$ cat config.mk
export PLATFORM = sky130hd
export DESIGN_NAME = irq_dispatch
export DESIGN_NICKNAME = d
export VERILOG_FILES = /design/src/rtl/irq_pkg.sv /design/src/rtl/irq_priority_select.sv /design/src/rtl/irq_dispatch.sv
export SDC_FILE = /design/constraint.sdc
export NUM_CORES = 1
export LEC_CHECK = 0
export CORE_MARGIN = 10
export CORE_UTILIZATION = 51
export CTS_CLUSTER_SIZE = 24
export DETAILED_ROUTE_END_ITERATION = 10
export PLACE_DENSITY_LB_ADDON = 0.15
export SLEW_MARGIN = 5
export SYNTH_ARGS = -nofsm -noshare
export SYNTH_HDL_FRONTEND = slang
export SYNTH_HIERARCHICAL = 1
export SYNTH_SLANG_ARGS = --single-unit
$ cat constraint.sdc
create_clock -name iCLOCK -period 82.3 [get_ports iCLOCK]
set_input_delay 16.46 -clock iCLOCK [delete_from_list [all_inputs] [get_ports iCLOCK]]
set_output_delay 16.46 -clock iCLOCK [all_outputs]
set_load 0.02 [all_outputs]
$ cat src/rtl/irq_pkg.sv
// Shared types and constants for the interrupt dispatcher.
package irq_pkg;

  localparam int unsigned IrqNum     = 64;
  localparam int unsigned EntryWidth = 6;

  typedef struct packed {
    logic       valid;
    logic       mask;
    logic [1:0] level;
  } irq_entry_t;

  typedef enum logic [0:0] {
    IRQ_IDLE,
    IRQ_OFFER
  } irq_state_t;

  // Out of reset every source is disabled, masked and at the lowest level.
  localparam irq_entry_t EntryReset = '{valid: 1'b0, mask: 1'b1, level: 2'b00};

endpackage

$ cat src/rtl/irq_priority_select.sv
// Combinational winner pick: highest level first, lowest index breaks ties.
module irq_priority_select
  import irq_pkg::*;
(
  input  logic [IrqNum-1:0]     eligible,
  input  logic [2*IrqNum-1:0]   levels,
  output logic                  found,
  output logic [EntryWidth-1:0] num
);

  logic [1:0] bestLevel;

  // Ascending scan; strictly-greater replacement keeps the lowest index on ties.
  always_comb begin
    found     = 1'b0;
    num       = '0;
    bestLevel = 2'b00;
    for (int k = 0; k < IrqNum; k++) begin
      if (eligible[k] && (!found || (levels[2*k +: 2] > bestLevel))) begin
        found     = 1'b1;
        num       = EntryWidth'(k);
        bestLevel = levels[2*k +: 2];
      end
    end
  end

endmodule

$ cat src/rtl/irq_dispatch.sv
// Interrupt dispatcher: config table, edge latching, priority offer to the core.
module irq_dispatch
  import irq_pkg::*;
(
  input  logic                  iCLOCK,
  input  logic                  iRESET_SYNC,
  input  logic                  iCONFIG_REQ,
  input  logic [EntryWidth-1:0] iCONFIG_ENTRY,
  input  logic                  iCONFIG_FLAG_MASK,
  input  logic                  iCONFIG_FLAG_VALID,
  input  logic [1:0]            iCONFIG_FLAG_LEVEL,
  input  logic [IrqNum-1:0]     iIRQ,
  output logic                  oINTERRUPT_VALID,
  output logic [EntryWidth-1:0] oINTERRUPT_NUM,
  input  logic                  iINTERRUPT_ACK
);

  irq_entry_t                tableQ [IrqNum];
  logic [IrqNum-1:0]         pendingQ, pendingD, prevQ;
  logic [IrqNum-1:0]         validVec, maskVec, eligible, newEdge;
  logic [2*IrqNum-1:0]       levelVec;
  irq_state_t                stateQ, stateD;
  logic                      validQ, validD;
  logic [EntryWidth-1:0]     numQ, numD, winnerNum;
  logic                      found;

  // Flatten the table into per-field vectors for the selector and edge logic.
  always_comb begin
    validVec = '0;
    maskVec  = '0;
    levelVec = '0;
    for (int k = 0; k < IrqNum; k++) begin
      validVec[k]         = tableQ[k].valid;
      maskVec[k]          = tableQ[k].mask;
      levelVec[2*k +: 2]  = tableQ[k].level;
    end
  end

  assign newEdge  = iIRQ & ~prevQ & validVec;
  assign eligible = pendingQ & validVec & ~maskVec;

  irq_priority_select uSelect (
    .eligible (eligible),
    .levels   (levelVec),
    .found    (found),
    .num      (winnerNum)
  );

  // Pending update: ack clear, then new edges (set beats ack), then invalidation clear.
  always_comb begin
    pendingD = pendingQ;
    if ((stateQ == IRQ_OFFER) && iINTERRUPT_ACK) begin
      pendingD[numQ] = 1'b0;
    end
    pendingD = pendingD | newEdge;
    if (iCONFIG_REQ && !iCONFIG_FLAG_VALID) begin
      pendingD[iCONFIG_ENTRY] = 1'b0;
    end
  end

  // Offer FSM: an offer, once registered, is held until acknowledged.
  always_comb begin
    stateD = stateQ;
    validD = validQ;
    numD   = numQ;
    unique case (stateQ)
      IRQ_IDLE: begin
        if (found) begin
          stateD = IRQ_OFFER;
          validD = 1'b1;
          numD   = winnerNum;
        end
      end
      IRQ_OFFER: begin
        if (iINTERRUPT_ACK) begin
          stateD = IRQ_IDLE;
          validD = 1'b0;
        end
      end
      default: begin
        stateD = IRQ_IDLE;
        validD = 1'b0;
      end
    endcase
  end

  // Configuration table writes.
  always_ff @(posedge iCLOCK) begin
    if (iRESET_SYNC) begin
      for (int k = 0; k < IrqNum; k++) begin
        tableQ[k] <= EntryReset;
      end
    end else if (iCONFIG_REQ) begin
      tableQ[iCONFIG_ENTRY] <= '{valid: iCONFIG_FLAG_VALID, mask: iCONFIG_FLAG_MASK,
                                 level: iCONFIG_FLAG_LEVEL};
    end
  end

  // Pending, edge history and FSM registers.
  always_ff @(posedge iCLOCK) begin
    if (iRESET_SYNC) begin
      pendingQ <= '0;
      prevQ    <= '0;
      stateQ   <= IRQ_IDLE;
      validQ   <= 1'b0;
      numQ     <= '0;
    end else begin
      pendingQ <= pendingD;
      prevQ    <= iIRQ;
      stateQ   <= stateD;
      validQ   <= validD;
      numQ     <= numD;
    end
  end

  assign oINTERRUPT_VALID = validQ;
  assign oINTERRUPT_NUM   = numQ;

endmodule

Word level (Yosys, flattened, before mapping)
Memory sizes are Yosys's and may differ from the RTL's. Index checks and enable logic that the tools add are counted.

Order comparisons: 67. Equal/unequal tests: 2. Mux-type cells: 210. Bitwise gates (word level): 12. Reduce and logical (&&, ||, !) cells: 197.

Operators by type and width (number): $and 64x64->64 (6); $not 64->64 (4); $mux 6 (33); $mux 2 (65); $mux 64 (2); $gt 2x2->1 (63); $mux 5 (16); $mux 1 (77); $logic_and 1x1->1 (67); $logic_not 1->1 (64); $or 64x64->64 (1); $logic_or 1x1->1 (63); $mux 4 (9); $lt 6x7->1 const B (2); $demux 1 s6 (2); $ge 6x1->1 const B (2); $mux 3 (4); $ne 2x2->1 const B (2); $pmux 1 s2 (2); $reduce_and 2->1 (2); $reduce_or 4->1 (1); $not 1->1 (1).

Flip-flop bits (word level): 136. Memory bits (writable): 256. Input port bits: 78. Word-level logic and storage cells: 494. Memories: 1.

Memory list: tableQ (depth 64, bits a word 4, rd ports 64, clocked after Yosys merged registers in 0, write ports 64, line irq_dispatch.sv:18) `irq_entry_t tableQ [IrqNum];`.

Logic depth before layout (Yosys ltp)
An unclocked memory read counts as a cell.

Depth after elaboration: 258. Mapped depth: 423. Gate-level depth less buffers: 421.

Hierarchy
The synthesis kept the hierarchy.

By module, submodules not included: irq_dispatch (times used 1, cells an instance 1372, area an instance 15592.5 um2, sequential area each 10410.0 um2); irq_priority_select (times used 1, cells an instance 971, area an instance 6169.7 um2, sequential area each 0.0 um2).

Worst setup path after synthesis
OpenSTA, ideal clock, no wires.

Path kind: register to register. From: mem tableQ[0][3] (netlist name). To: reg numQ[4], in the netlist oINTERRUPT_NUM[4]. Library setup time: 127 ps. Arrival: 75266 ps. Data required time: 82173 ps. Setup slack: 6908 ps. Stages on the path, launching flop included: 403. Buffers on the path: 2. Period minus slack after synthesis: 75392 ps. Cell sequence: edfxtp_1 nand2_1 nor2_1 and2_1 clkbuf_1 inv_1 ha_1 nor2b_1 o211ai_1 clkbuf_1 a22o_1 ha_1 nor2_1 nor2_1 a211oi_1 o21ai_1 mux2_2 ha_1 [... 367 more ...] o21ai_0 a21oi_1 nor2_1 ha_1 a21oi_1 o21ai_0 inv_1 o21a_1 ha_1 a21oi_1 a21oi_1 o21ai_0 nand2_1 nor3_1 and2_1 nand2_1 mux2i_1 nor2_1.

RTL lines: start: declaration (line irq_dispatch.sv:18); end signal: assignment (line irq_dispatch.sv:112) `numQ <= numD;`; end: declaration (line irq_dispatch.sv:24) `logic [EntryWidth-1:0] numQ, numD, winnerNum;`.

==> impl_metrics.toml <==
[finish]
layout_commonest_cell = "nor2_1"
final_cells = 3042
final_cell_mix = "nor2_1 (405), nand2_1 (307), edfxtp_1 (256)"
diodes = 0
nFillCells = 3584
design_area_um2 = 25500
layout-drive-gt1-share = 0.135
areaGrowthSynthToFinish_pct = 17.2
final_nets = 2617

[die]
core.rowCount = 75
start_util = 0.518
ioPinCount = 85
dieArea_um2 = 51300
die_h_um = 227
die_w_um = 227
core_area_um2 = 42000

[sta]
skew_ns = 0.0213
fin_tns_setup_ns = 0
fmax_mhz = 12.8
hold_violations = 0
setup_viol = 0
slew_viol_final = 0
fin_crit_ns = 78.26
fin_crit_sh = 0.951
tightest_slew_ns = 1.42
relSlewSlack = 0.0487

[pwr]
p_leak_nw = 9.69
power_mw = 0.692
peakVddDrop_mv = 0.0165
power_density_nw_per_um2 = 27.1

[clocking]
cts-root-buf = "clkbuf_16"
ctsHtreeMaxLevel = 2
ctsLongestPathBuffers = 3
insertion_delay_ns = 0.56
cts_tree = "yes"
path_clk_slew_ns = 0.06
hold_buffers = 0
cts.sinks = 392
cts_made_buffers = 40

[setup_path]
crit_cells = 415
crit_slowest_cell = "o41ai_2"
cp-start-kind = "register"
cp-end-kind = "register"
crit_required_ns = 82.73
worstPathMaxFanout = 11
r2r_cells = 415
critPathTopFamily = "compound AO/OA/AOI/OAI gates"
critPathMaxStageDelay_ns = 0.49
cp.arrival_ns = 78.69
crit_buf_inv = 19
critPathKind = "reg2reg"

[yosys]
synth_edf_count = 256
syn_nets = 2487
netlist_area_um2 = 21800
synthFlopType = "edfxtp_1"
ys_seq_elements = 392
ys_warn_count = 6
syn_inst = 2343
seq_area_frac_synth = 0.478
synth_cell_types = 97
synth_async_sr_flop_share = 0
synth_area_per_cell_um2 = 9.29

[run_status]
status = "finished clean"

[place]
portBuffers = 84
place.gp.congestion = 0.998
placed_area_um2 = 23300
place_hpwl_um = 56000
placedCellCount = 2934

[drt]
drtIter0Drc = 2386
drt.antenna.violating_nets = 0
vias = 19749
route.detailed.drc = 0
wirelength_um = 81600
drt_first_pass_iters = 8
routed_via_density = 6.49
routedWlPerCell_um = 26.8

[flow_run]
cap_violations = 0

[grt]
track_usage = 0.309
grt_overflow = 0
grt_pass1_wl_um = 116000
antenna_found_initial = 0
grt_pass1_vias = 18142
grt_max_degree = 74

[hold_path]
min_path_type = "reg2reg"
hold_depth = 2
==> tightest hold or removal path: cells and delay by family (launching register included) <==
family	cells	cell delay [ns]
DFF	1	0.33
and+or+nand+nor	1	0.07
AOI/OAI and AO/OA	1	0.06
==> where the power goes <==
group          leakage, nW  internal [mW]  switching (mW)
Combinational         5.42          0.108           0.156
Clock                0.663          0.115          0.0775
Sequential            3.60          0.224          0.0111
==> Yosys cell counts, types with 6 or more instances <==
library cell | instances | share of area
a2111oi_0 | 6 | 0.0024
a211oi_1 | 17 | 0.0059
a21boi_0 | 8 | 0.0028
a21o_1 | 35 | 0.012
a21oi_1 | 43 | 0.0099
a221oi_1 | 64 | 0.026
a222oi_1 | 6 | 0.0028
a22o_1 | 6 | 0.0024
a22oi_1 | 15 | 0.0052
a2bb2oi_1 | 46 | 0.019
a31oi_1 | 14 | 0.0040
a32oi_1 | 22 | 0.0089
and2_1 | 12 | 0.0034
and3_1 | 9 | 0.0026
buf_2 | 26 | 0.0060
buf_4 | 9 | 0.0031
clkbuf_1 | 54 | 0.0093
dfxtp_1 | 136 | 0.13
edfxtp_1 | 256 | 0.35
ha_1 | 66 | 0.038
inv_1 | 114 | 0.020
maj3_1 | 22 | 0.010
mux2_2 | 20 | 0.010
mux2i_1 | 16 | 0.0074
nand2_1 | 309 | 0.053
nand2b_1 | 18 | 0.0052
nand3_1 | 46 | 0.011
nand4_1 | 11 | 0.0032
nor2_1 | 429 | 0.074
nor2b_1 | 83 | 0.024
nor3_1 | 42 | 0.0097
nor3_2 | 7 | 0.0032
nor4_1 | 18 | 0.0052
o211ai_1 | 8 | 0.0028
o21a_1 | 14 | 0.0048
o21ai_0 | 117 | 0.027
o21ai_1 | 20 | 0.0046
o21bai_1 | 43 | 0.015
o31ai_1 | 14 | 0.0048
or2_2 | 11 | 0.0032
or3_1 | 6 | 0.0017
==> path summary, 6_finish.rpt <==
path	startpoint	slack [ns]	end
min reg2reg	oINTERRUPT_VALID	0.50	oINTERRUPT_VALID
min	oINTERRUPT_VALID	0.50	oINTERRUPT_VALID
max reg2reg	tableQ[0][3]	4.04	oINTERRUPT_NUM[5]
max	tableQ[0][3]	4.04	oINTERRUPT_NUM[5]
==> cells by family after synthesis <==
family	Yosys count	share of synthesized area
AO/OA/AOI/OAI	570	0.193
buffers and inverters	209	0.0408
multiplexers	38	0.0191
flip-flops	392	0.478
adder cells (fa/ha/maj)	88	0.0481
AND/OR/NAND/NOR	1046	0.220
==> state kept, by name, indices dropped and copies added (netlist names) <==
signal and count:
oINTERRUPT_VALID 1, pendingQ 64, stateQ 1, tableQ 256, prevQ 64, oINTERRUPT_NUM 6
==> through the flow <==
| step | worst slack (ns) | utilization | hold WS [ns] |
|---|---|---|---|
| 3_5_place_dp | -0.372 | 0.555 | 0.484 |
| 5_1_grt | -0.568 | 0.607 | 0.540 |
| 2_1_floorplan | 6.91 | - | 0.479 |
| 3_3_place_gp | 1.96 | 0.555 | 0.475 |
| 6_report | 4.04 | 0.607 | 0.495 |
| 4_1_cts | 0.116 | 0.588 | 0.496 |
==> what timing repair did <==
item,4_1_cts,5_1_grt
hold endpoints to repair,0,0
gates resized for setup,6,134
endpoints found under the setup margin,6,6
setup buffers,0,36
pin swaps,0,47
==> area by class of cell <==
class | instances | area [um^2] | share of cell area
Clock inverter | 16 | 234 | 0.00917
Tap cell | 539 | 674 | 0.0264
Clock buffer | 56 | 1130 | 0.0444
Multi-Input combinational cell | 1742 | 11000 | 0.433
Timing Repair Buffer | 182 | 1580 | 0.0619
Sequential cell | 392 | 10400 | 0.408
Inverter | 115 | 432 | 0.0169
==> layer usage <==
metal,part of all wire,track usage,vias up
met4,0.063,0.172,0
met3,0.099,0.0578,264
met5,0,0,-
met1,0.39,0.391,9562
met2,0.45,0.489,1102
li1,-,-,8821
Power figures use the tool's default switching activity.
